## src/rtl/datapath_pkg.sv

```systemverilog
// Shared encodings for the parametrised bus datapath: bus source selects,
// CON condition codes and the memory handshake FSM states.
package datapath_pkg;

    localparam logic [3:0] SRC_REG    = 4'd0;
    localparam logic [3:0] SRC_HI     = 4'd1;
    localparam logic [3:0] SRC_LO     = 4'd2;
    localparam logic [3:0] SRC_ZHI    = 4'd3;
    localparam logic [3:0] SRC_ZLO    = 4'd4;
    localparam logic [3:0] SRC_PC     = 4'd5;
    localparam logic [3:0] SRC_MDR    = 4'd6;
    localparam logic [3:0] SRC_INPORT = 4'd7;
    localparam logic [3:0] SRC_C      = 4'd8;

    localparam logic [1:0] CON_EQZ = 2'd0;
    localparam logic [1:0] CON_NEZ = 2'd1;
    localparam logic [1:0] CON_GEZ = 2'd2;
    localparam logic [1:0] CON_LTZ = 2'd3;

    localparam int unsigned CNT_W = 8;

    typedef enum logic {
        MEM_IDLE = 1'b0,
        MEM_BUSY = 1'b1
    } mem_state_t;

endpackage

```

## src/rtl/mem_if_fsm.sv

```systemverilog
// Request/acknowledge memory handshake with a bounded wait and a sticky
// timeout flag; tells the datapath when MDR should capture read data.
module mem_if_fsm
    import datapath_pkg::*;
#(
    parameter int unsigned TIMEOUT = 15
) (
    input  logic clk,
    input  logic clr,
    input  logic mem_read,
    input  logic mem_write,
    input  logic mem_ack,
    output logic mem_req,
    output logic mem_we,
    output logic mem_busy,
    output logic mem_err,
    output logic mdr_load
);

    localparam logic [CNT_W-1:0] LAST = CNT_W'(TIMEOUT - 1);

    mem_state_t       state, next_state;
    logic [CNT_W-1:0] wait_cnt;
    logic             we_q;
    logic             start;
    logic             timeout;

    assign start    = mem_read | mem_write;
    assign mem_we   = we_q;
    assign mem_busy = (state == MEM_BUSY);

    always_comb begin
        next_state = state;
        mem_req    = 1'b0;
        mdr_load   = 1'b0;
        timeout    = 1'b0;
        case (state)
            MEM_IDLE: begin
                if (start) next_state = MEM_BUSY;
            end
            MEM_BUSY: begin
                mem_req = 1'b1;
                // An ack on the final wait cycle still completes the access.
                if (mem_ack) begin
                    next_state = MEM_IDLE;
                    mdr_load   = ~we_q;
                end else if (wait_cnt == LAST) begin
                    next_state = MEM_IDLE;
                    timeout    = 1'b1;
                end
            end
            default: next_state = MEM_IDLE;
        endcase
    end

    always_ff @(posedge clk or posedge clr) begin
        if (clr) begin
            state    <= MEM_IDLE;
            wait_cnt <= '0;
            we_q     <= 1'b0;
            mem_err  <= 1'b0;
        end else begin
            state <= next_state;
            if (state == MEM_IDLE && start) begin
                we_q     <= mem_write;
                wait_cnt <= '0;
            end else if (state == MEM_BUSY) begin
                wait_cnt <= wait_cnt + 1'b1;
            end
            if (timeout) mem_err <= 1'b1;
        end
    end

endmodule

```

## src/rtl/datapath_p.sv

```systemverilog
// Single-bus CPU datapath: register file with IR-driven select/encode,
// special registers, I/O ports, CON flag and a handshaked memory interface.
module datapath_p
    import datapath_pkg::*;
#(
    parameter int unsigned DATA_W  = 32,
    parameter int unsigned NREGS   = 16,
    parameter int unsigned TIMEOUT = 15
) (
    input  logic                  clk,
    input  logic                  clr,
    input  logic [3:0]            bus_src,
    input  logic                  gra,
    input  logic                  grb,
    input  logic                  grc,
    input  logic                  rin,
    input  logic                  rout,
    input  logic                  ba_out,
    input  logic                  pc_in,
    input  logic                  inc_pc,
    input  logic                  ir_in,
    input  logic                  y_in,
    input  logic                  z_in,
    input  logic                  hi_in,
    input  logic                  lo_in,
    input  logic                  mar_in,
    input  logic                  mdr_in,
    input  logic                  out_in,
    input  logic                  in_strobe,
    input  logic                  con_in,
    input  logic                  mem_read,
    input  logic                  mem_write,
    input  logic [2*DATA_W-1:0]   alu_result,
    input  logic [DATA_W-1:0]     in_port_data,
    input  logic                  mem_ack,
    input  logic [DATA_W-1:0]     mem_rdata,
    output logic [DATA_W-1:0]     bus_data,
    output logic [DATA_W-1:0]     alu_a,
    output logic [DATA_W-1:0]     alu_b,
    output logic [4:0]            ir_opcode,
    output logic                  con_out,
    output logic [DATA_W-1:0]     out_port,
    output logic                  mem_req,
    output logic                  mem_we,
    output logic [DATA_W-1:0]     mem_addr,
    output logic [DATA_W-1:0]     mem_wdata,
    output logic                  mem_busy,
    output logic                  mem_err
);

    localparam int unsigned RA_W  = $clog2(NREGS);
    localparam int unsigned RA_HI = DATA_W - 6;
    localparam int unsigned RB_HI = RA_HI - RA_W;
    localparam int unsigned RC_HI = RB_HI - RA_W;
    localparam int unsigned C_W   = DATA_W - 5 - 3 * RA_W;

    logic [DATA_W-1:0]   regs [NREGS];
    logic [DATA_W-1:0]   pc, ir, mar, mdr, hi, lo, y, in_port;
    logic [2*DATA_W-1:0] z;
    logic [RA_W-1:0]     ra, rb, rc, reg_idx;
    logic [1:0]          c2;
    logic [DATA_W-1:0]   c_ext;
    logic                con_next;
    logic                mdr_load;

    assign ra      = ir[RA_HI -: RA_W];
    assign rb      = ir[RB_HI -: RA_W];
    assign rc      = ir[RC_HI -: RA_W];
    assign c2      = rb[1:0];
    assign c_ext   = {{(DATA_W - C_W){ir[C_W-1]}}, ir[C_W-1:0]};
    assign reg_idx = ({RA_W{gra}} & ra) | ({RA_W{grb}} & rb) | ({RA_W{grc}} & rc);

    assign alu_a     = y;
    assign alu_b     = bus_data;
    assign ir_opcode = ir[DATA_W-1 -: 5];
    assign mem_addr  = mar;
    assign mem_wdata = mdr;

    always_comb begin
        bus_data = '0;
        case (bus_src)
            SRC_REG: begin
                // ba_out turns R0 into a constant zero for base+offset addressing.
                if (rout && !(ba_out && reg_idx == '0)) bus_data = regs[reg_idx];
            end
            SRC_HI:     bus_data = hi;
            SRC_LO:     bus_data = lo;
            SRC_ZHI:    bus_data = z[2*DATA_W-1:DATA_W];
            SRC_ZLO:    bus_data = z[DATA_W-1:0];
            SRC_PC:     bus_data = pc;
            SRC_MDR:    bus_data = mdr;
            SRC_INPORT: bus_data = in_port;
            SRC_C:      bus_data = c_ext;
            default:    bus_data = '0;
        endcase
    end

    always_comb begin
        con_next = 1'b0;
        case (c2)
            CON_EQZ: con_next = (bus_data == '0);
            CON_NEZ: con_next = (bus_data != '0);
            CON_GEZ: con_next = ~bus_data[DATA_W-1];
            CON_LTZ: con_next = bus_data[DATA_W-1];
            default: con_next = 1'b0;
        endcase
    end

    for (genvar g = 0; g < NREGS; g++) begin : g_reg
        always_ff @(posedge clk or posedge clr) begin
            if (clr)                                 regs[g] <= '0;
            else if (rin && reg_idx == RA_W'(g))     regs[g] <= bus_data;
        end
    end

    always_ff @(posedge clk or posedge clr) begin
        if (clr) begin
            pc       <= '0;
            ir       <= '0;
            mar      <= '0;
            mdr      <= '0;
            hi       <= '0;
            lo       <= '0;
            y        <= '0;
            z        <= '0;
            in_port  <= '0;
            out_port <= '0;
            con_out  <= 1'b0;
        end else begin
            if (pc_in)       pc <= bus_data;
            else if (inc_pc) pc <= pc + DATA_W'(1);
            if (ir_in)     ir       <= bus_data;
            if (mar_in)    mar      <= bus_data;
            if (hi_in)     hi       <= bus_data;
            if (lo_in)     lo       <= bus_data;
            if (y_in)      y        <= bus_data;
            if (z_in)      z        <= alu_result;
            if (in_strobe) in_port  <= in_port_data;
            if (out_in)    out_port <= bus_data;
            if (con_in)    con_out  <= con_next;
            // Completing read data takes priority over a bus load of MDR.
            if (mdr_load)    mdr <= mem_rdata;
            else if (mdr_in) mdr <= bus_data;
        end
    end

    mem_if_fsm #(
        .TIMEOUT(TIMEOUT)
    ) u_mem_if (
        .clk      (clk),
        .clr      (clr),
        .mem_read (mem_read),
        .mem_write(mem_write),
        .mem_ack  (mem_ack),
        .mem_req  (mem_req),
        .mem_we   (mem_we),
        .mem_busy (mem_busy),
        .mem_err  (mem_err),
        .mdr_load (mdr_load)
    );

endmodule

```

## config.mk

```make
export PLATFORM = sky130hd
export DESIGN_NAME = datapath_p
export DESIGN_NICKNAME = d
export VERILOG_FILES = /design/src/rtl/datapath_pkg.sv /design/src/rtl/mem_if_fsm.sv /design/src/rtl/datapath_p.sv
export SDC_FILE = /design/constraint.sdc
export NUM_CORES = 2
export LEC_CHECK = 0
export ABC_CLOCK_PERIOD_IN_PS = 53000
export CAP_MARGIN = 15
export CORE_MARGIN = 3
export CORE_UTILIZATION = 45
export CTS_CLUSTER_SIZE = 20
export DETAILED_ROUTE_END_ITERATION = 7
export PLACE_DENSITY_LB_ADDON = 0.15
export SYNTH_ARGS = -nofsm -noshare
export SYNTH_HDL_FRONTEND = slang
export SYNTH_SLANG_ARGS = --single-unit
export TNS_END_PERCENT = 20
```

## constraint.sdc

```tcl
create_clock -name clk -period 53 [get_ports clk]
set_input_delay 5.3 -clock clk [delete_from_list [all_inputs] [get_ports clk]]
set_output_delay 5.3 -clock clk [all_outputs]
set_load 0.05 [all_outputs]
```

==> results_dict.tcl <==
set metrics [dict create \
    hp-class "flop to flop" \
    antenna_left 0 \
    design.core.area_mm2 0.0857 \
    maxCapViolations 0 \
    num-nets-final 4346 \
    cp-end-kind "output port" \
    skew_ns 0.0338 \
    p_int_w 0.00156 \
    dr.pass1.iters 7 \
    cts_buffers 96 \
    stdcell_area_mm2 0.0466 \
    crit_chain "clkdlybuf4s50_1 -> a222oi_1 -> buf_12 -> buf_4 -> nand2b_1 -> nor3_1 -> nor3_1 -> o211a_4 -> inv_2 -> clkdlybuf4s50_1" \
    r2r_cells 13 \
    hold_viol 0 \
    synthCells 4034 \
    die-height_um 301 \
    gp_congestion 0.846 \
    tightest_slew_ns 1.38 \
    grt_first_pass_wirelength_um 197000 \
    routed_wirelength_um 132000 \
    slew_violations 0 \
    placed_area_mm2 0.0433 \
    reg2reg_from "ir[19]" \
    die_area_mm2 0.0905 \
    antenna_found_initial 2 \
    grt_start_max_net_pins 165 \
    crit_cells 10 \
    p_per_area_mw_per_mm2 51.1 \
    setup_viol 0 \
    critical-path-max-stage-delay_ns 1.15 \
    max_freq_mhz 61.6 \
    crit_family "buffers and inverters" \
    ys.warnings.count 0 \
    rsz0062_at_grt "false" \
    required_ns 47.70 \
    syn_area_mm2 0.0391 \
    cp-start-kind "input port" \
    pre_cts_ws_ns 36.89 \
    drt-initial-drc-count 2960 \
    cts_max_level 3 \
    path_clk_slew_ns 0.06 \
    ios 357 \
    cp_max_fo 150 \
    synth_seq_cells 876 \
    track_usage 0.291 \
    area_delta_synth_final_pct 19.3 \
    cts_tree "done" \
    worst_path_max_delay_cell "a222oi_1" \
    cts-root-buf "clkbuf_16" \
    hold_depth 2 \
    worstPathBufferInverterCount 5 \
    syn_avg_cell_area_um2 9.69 \
    cts_resized 0 \
    portBuffers 356 \
    worst_hold_path.endpoint "regs[13]" \
    worstReg2RegEnd "con_out" \
    status "finished, final reports clean" \
    synth_edf_count 0 \
    synthFlopType "dfrtp_1" \
    arrival_ns 10.94 \
    cts.sinks 876 \
    setup_ws_ns 36.76 \
    rows 107 \
    final_common_cell "dfrtp_1" \
    synthArstFlopShare 1.00 \
    worstHoldStart "regs[13]" \
    clockPowerShare 0.295 \
    avgRoutedWirePerCell_um 24.4 \
    pwr-share-comb 0.274 \
    hold_ws_ns 0.478 \
    clk_latency_ns 0.67 \
    maxSlewHeadroom 0.0808 \
    setup_tns_ns 0 \
    p_leak_nw 20.2 \
    hpwl_um 83000 \
    power_switching_w 0.000819 \
    ys_types 74 \
    initial_core_util 0.456 \
    num_vias 31200 \
    drive_gt1_frac 0.102 \
    drc 0 \
    clockBufferDepth 3 \
    switching_share 0.344 \
    hold_buffers 0 \
    num-fill-cells 7734 \
    vias_per_cell 5.77 \
    die_w_um 301 \
    layout_common_cells "dfrtp_1 (876), a21oi_1 (692), nor2_1 (621)" \
    irDropWorstVdd_uv 31.4 \
    regToRegSetupSlack_ns 46.35 \
    final_util 0.544 \
    crit_type "input port to output port" \
    synth_nets 4192 \
    grt_pass1_vias 30000 \
    finalCritPeriodShare 0.306 \
    gr-total-overflow 0 \
    p_seq_frac 0.431 \
    yosysSeqAreaShare 0.561 \
    min_period_ns 16.24 \
    post_cts_buffers 0 \
]
==> worst max-delay path by stage <==
| stage | from | to | slack, ns |
|---|---|---|---|
| detailed placement | gra | bus_data[26] | 36.89 |
| CTS | gra | bus_data[26] | 36.89 |
| floorplan | clr | alu_a[0] | 23.08 |
| global route | gra | bus_data[26] | 36.68 |
| finish | gra | bus_data[26] | 36.76 |
| global placement | gra | bus_data[26] | 36.91 |
==> stage by stage <==
step | power, W | cells
finish | 0.00238 | 5412
global route | 0.00251 | 5411
CTS | 0.00239 | 5408
detailed placement | 0.00168 | 5233
global placement | 0.00167 | 5233
floorplan | 0.00147 | 4034
==> power groups by stage <==
stage	clock network, W	registers, W	logic [W]
after floorplan	0	0.00106	0.000411
after global placement	0	0.00103	0.000639
after detailed placement	0	0.00103	0.000653
after CTS	0.000714	0.00102	0.000654
after global routing	0.000741	0.00105	0.000721
final	0.000702	0.00103	0.000654
==> state kept, by name (all words and copies together) (netlist names), 8 cells and up <==
register           cells
u_mem_if.wait_cnt      8
mem_addr              32
z                     64
in_port               32
ir                    32
out_port              32
mem_wdata             32
lo                    32
alu_a                 32
hi                    32
pc                    32
regs                 512
==> synth_stat cells (5+ instances only) <==
| library cell | count | area (um^2) |
|---|---|---|
| dfrtp_1 | 876 | 21900 |
| a21oi_1 | 695 | 3480 |
| nor2_1 | 635 | 2380 |
| nand2_1 | 345 | 1290 |
| clkbuf_1 | 272 | 1020 |
| o21ai_0 | 228 | 1140 |
| mux2i_1 | 170 | 1700 |
| mux2_2 | 123 | 1390 |
| nor3_1 | 58 | 290 |
| inv_1 | 56 | 210 |
| buf_4 | 54 | 405 |
| a22oi_1 | 53 | 398 |
| buf_2 | 45 | 225 |
| nand3_1 | 41 | 205 |
| a221oi_1 | 38 | 333 |
| a211oi_1 | 30 | 225 |
| nand2b_1 | 24 | 150 |
| xnor2_1 | 23 | 201 |
| nand4_1 | 22 | 138 |
| a31oi_1 | 21 | 131 |
| a222oi_1 | 20 | 200 |
| and3_1 | 19 | 119 |
| buf_1 | 17 | 63.8 |
| nor2b_1 | 16 | 100 |
| a22o_1 | 13 | 114 |
| o211a_1 | 11 | 110 |
| a21o_1 | 10 | 75.1 |
| and4_1 | 10 | 87.6 |
| xor2_1 | 9 | 78.8 |
| a32oi_1 | 7 | 61.3 |
| nor4_1 | 7 | 43.8 |
| nor4b_1 | 5 | 43.8 |
==> kinds of logic (layout without fill, tap and decap cells) <==
logic type | after synthesis | in the layout | synth area share
DFF | 876 | 876 | 0.561
adders and majority gates | 3 | 3 | 0.000960
AOI/OAI and AO/OA | 1174 | 1174 | 0.172
xor gates and xnor gates | 32 | 32 | 0.00717
buffers and inverters | 449 | 680 | 0.0505
other | 0 | 3 | 0
muxes | 293 | 293 | 0.0789
and+or+nand+nor | 1207 | 1207 | 0.130
==> worst reg2reg max path, cell delays in order, from the launching register on <==
cell       delay, ns
dfrtp_1         0.44
a222oi_1        1.10
buf_12          0.67
buf_4           0.95
mux2i_1         0.36
nor3_1          0.07
a211oi_1        0.63
o211a_2         0.36
buf_4           0.39
nand4_1         0.22
or4_1           0.66
nor4_2          0.33
mux2i_1         0.22
o2111ai_1       0.13
==> cell type report <==
class | instances | area, um^2 | area share
inverters | 57 | 221 | 0.00475
flip-flops and latches | 876 | 21900 | 0.470
multi-input cells | 2709 | 15500 | 0.332
clock inverters | 31 | 417 | 0.00893
repair buffers | 448 | 4250 | 0.0910
diodes | 3 | 7.51 | 0.000161
well taps | 1144 | 1430 | 0.0307
clock buffers | 144 | 2930 | 0.0627
==> layer usage <==
| layer | GRT usage | vias to the layer above | wire length, um |
|---|---|---|---|
| li1 | - | 14300 | - |
| met1 | 0.425 | 15500 | 58400 |
| met2 | 0.440 | 1243 | 59700 |
| met3 | 0.0512 | 226 | 9830 |
| met4 | 0.0977 | 0 | 4350 |
| met5 | 0 | - | 0 |
(Power assumes the default switching activity.)
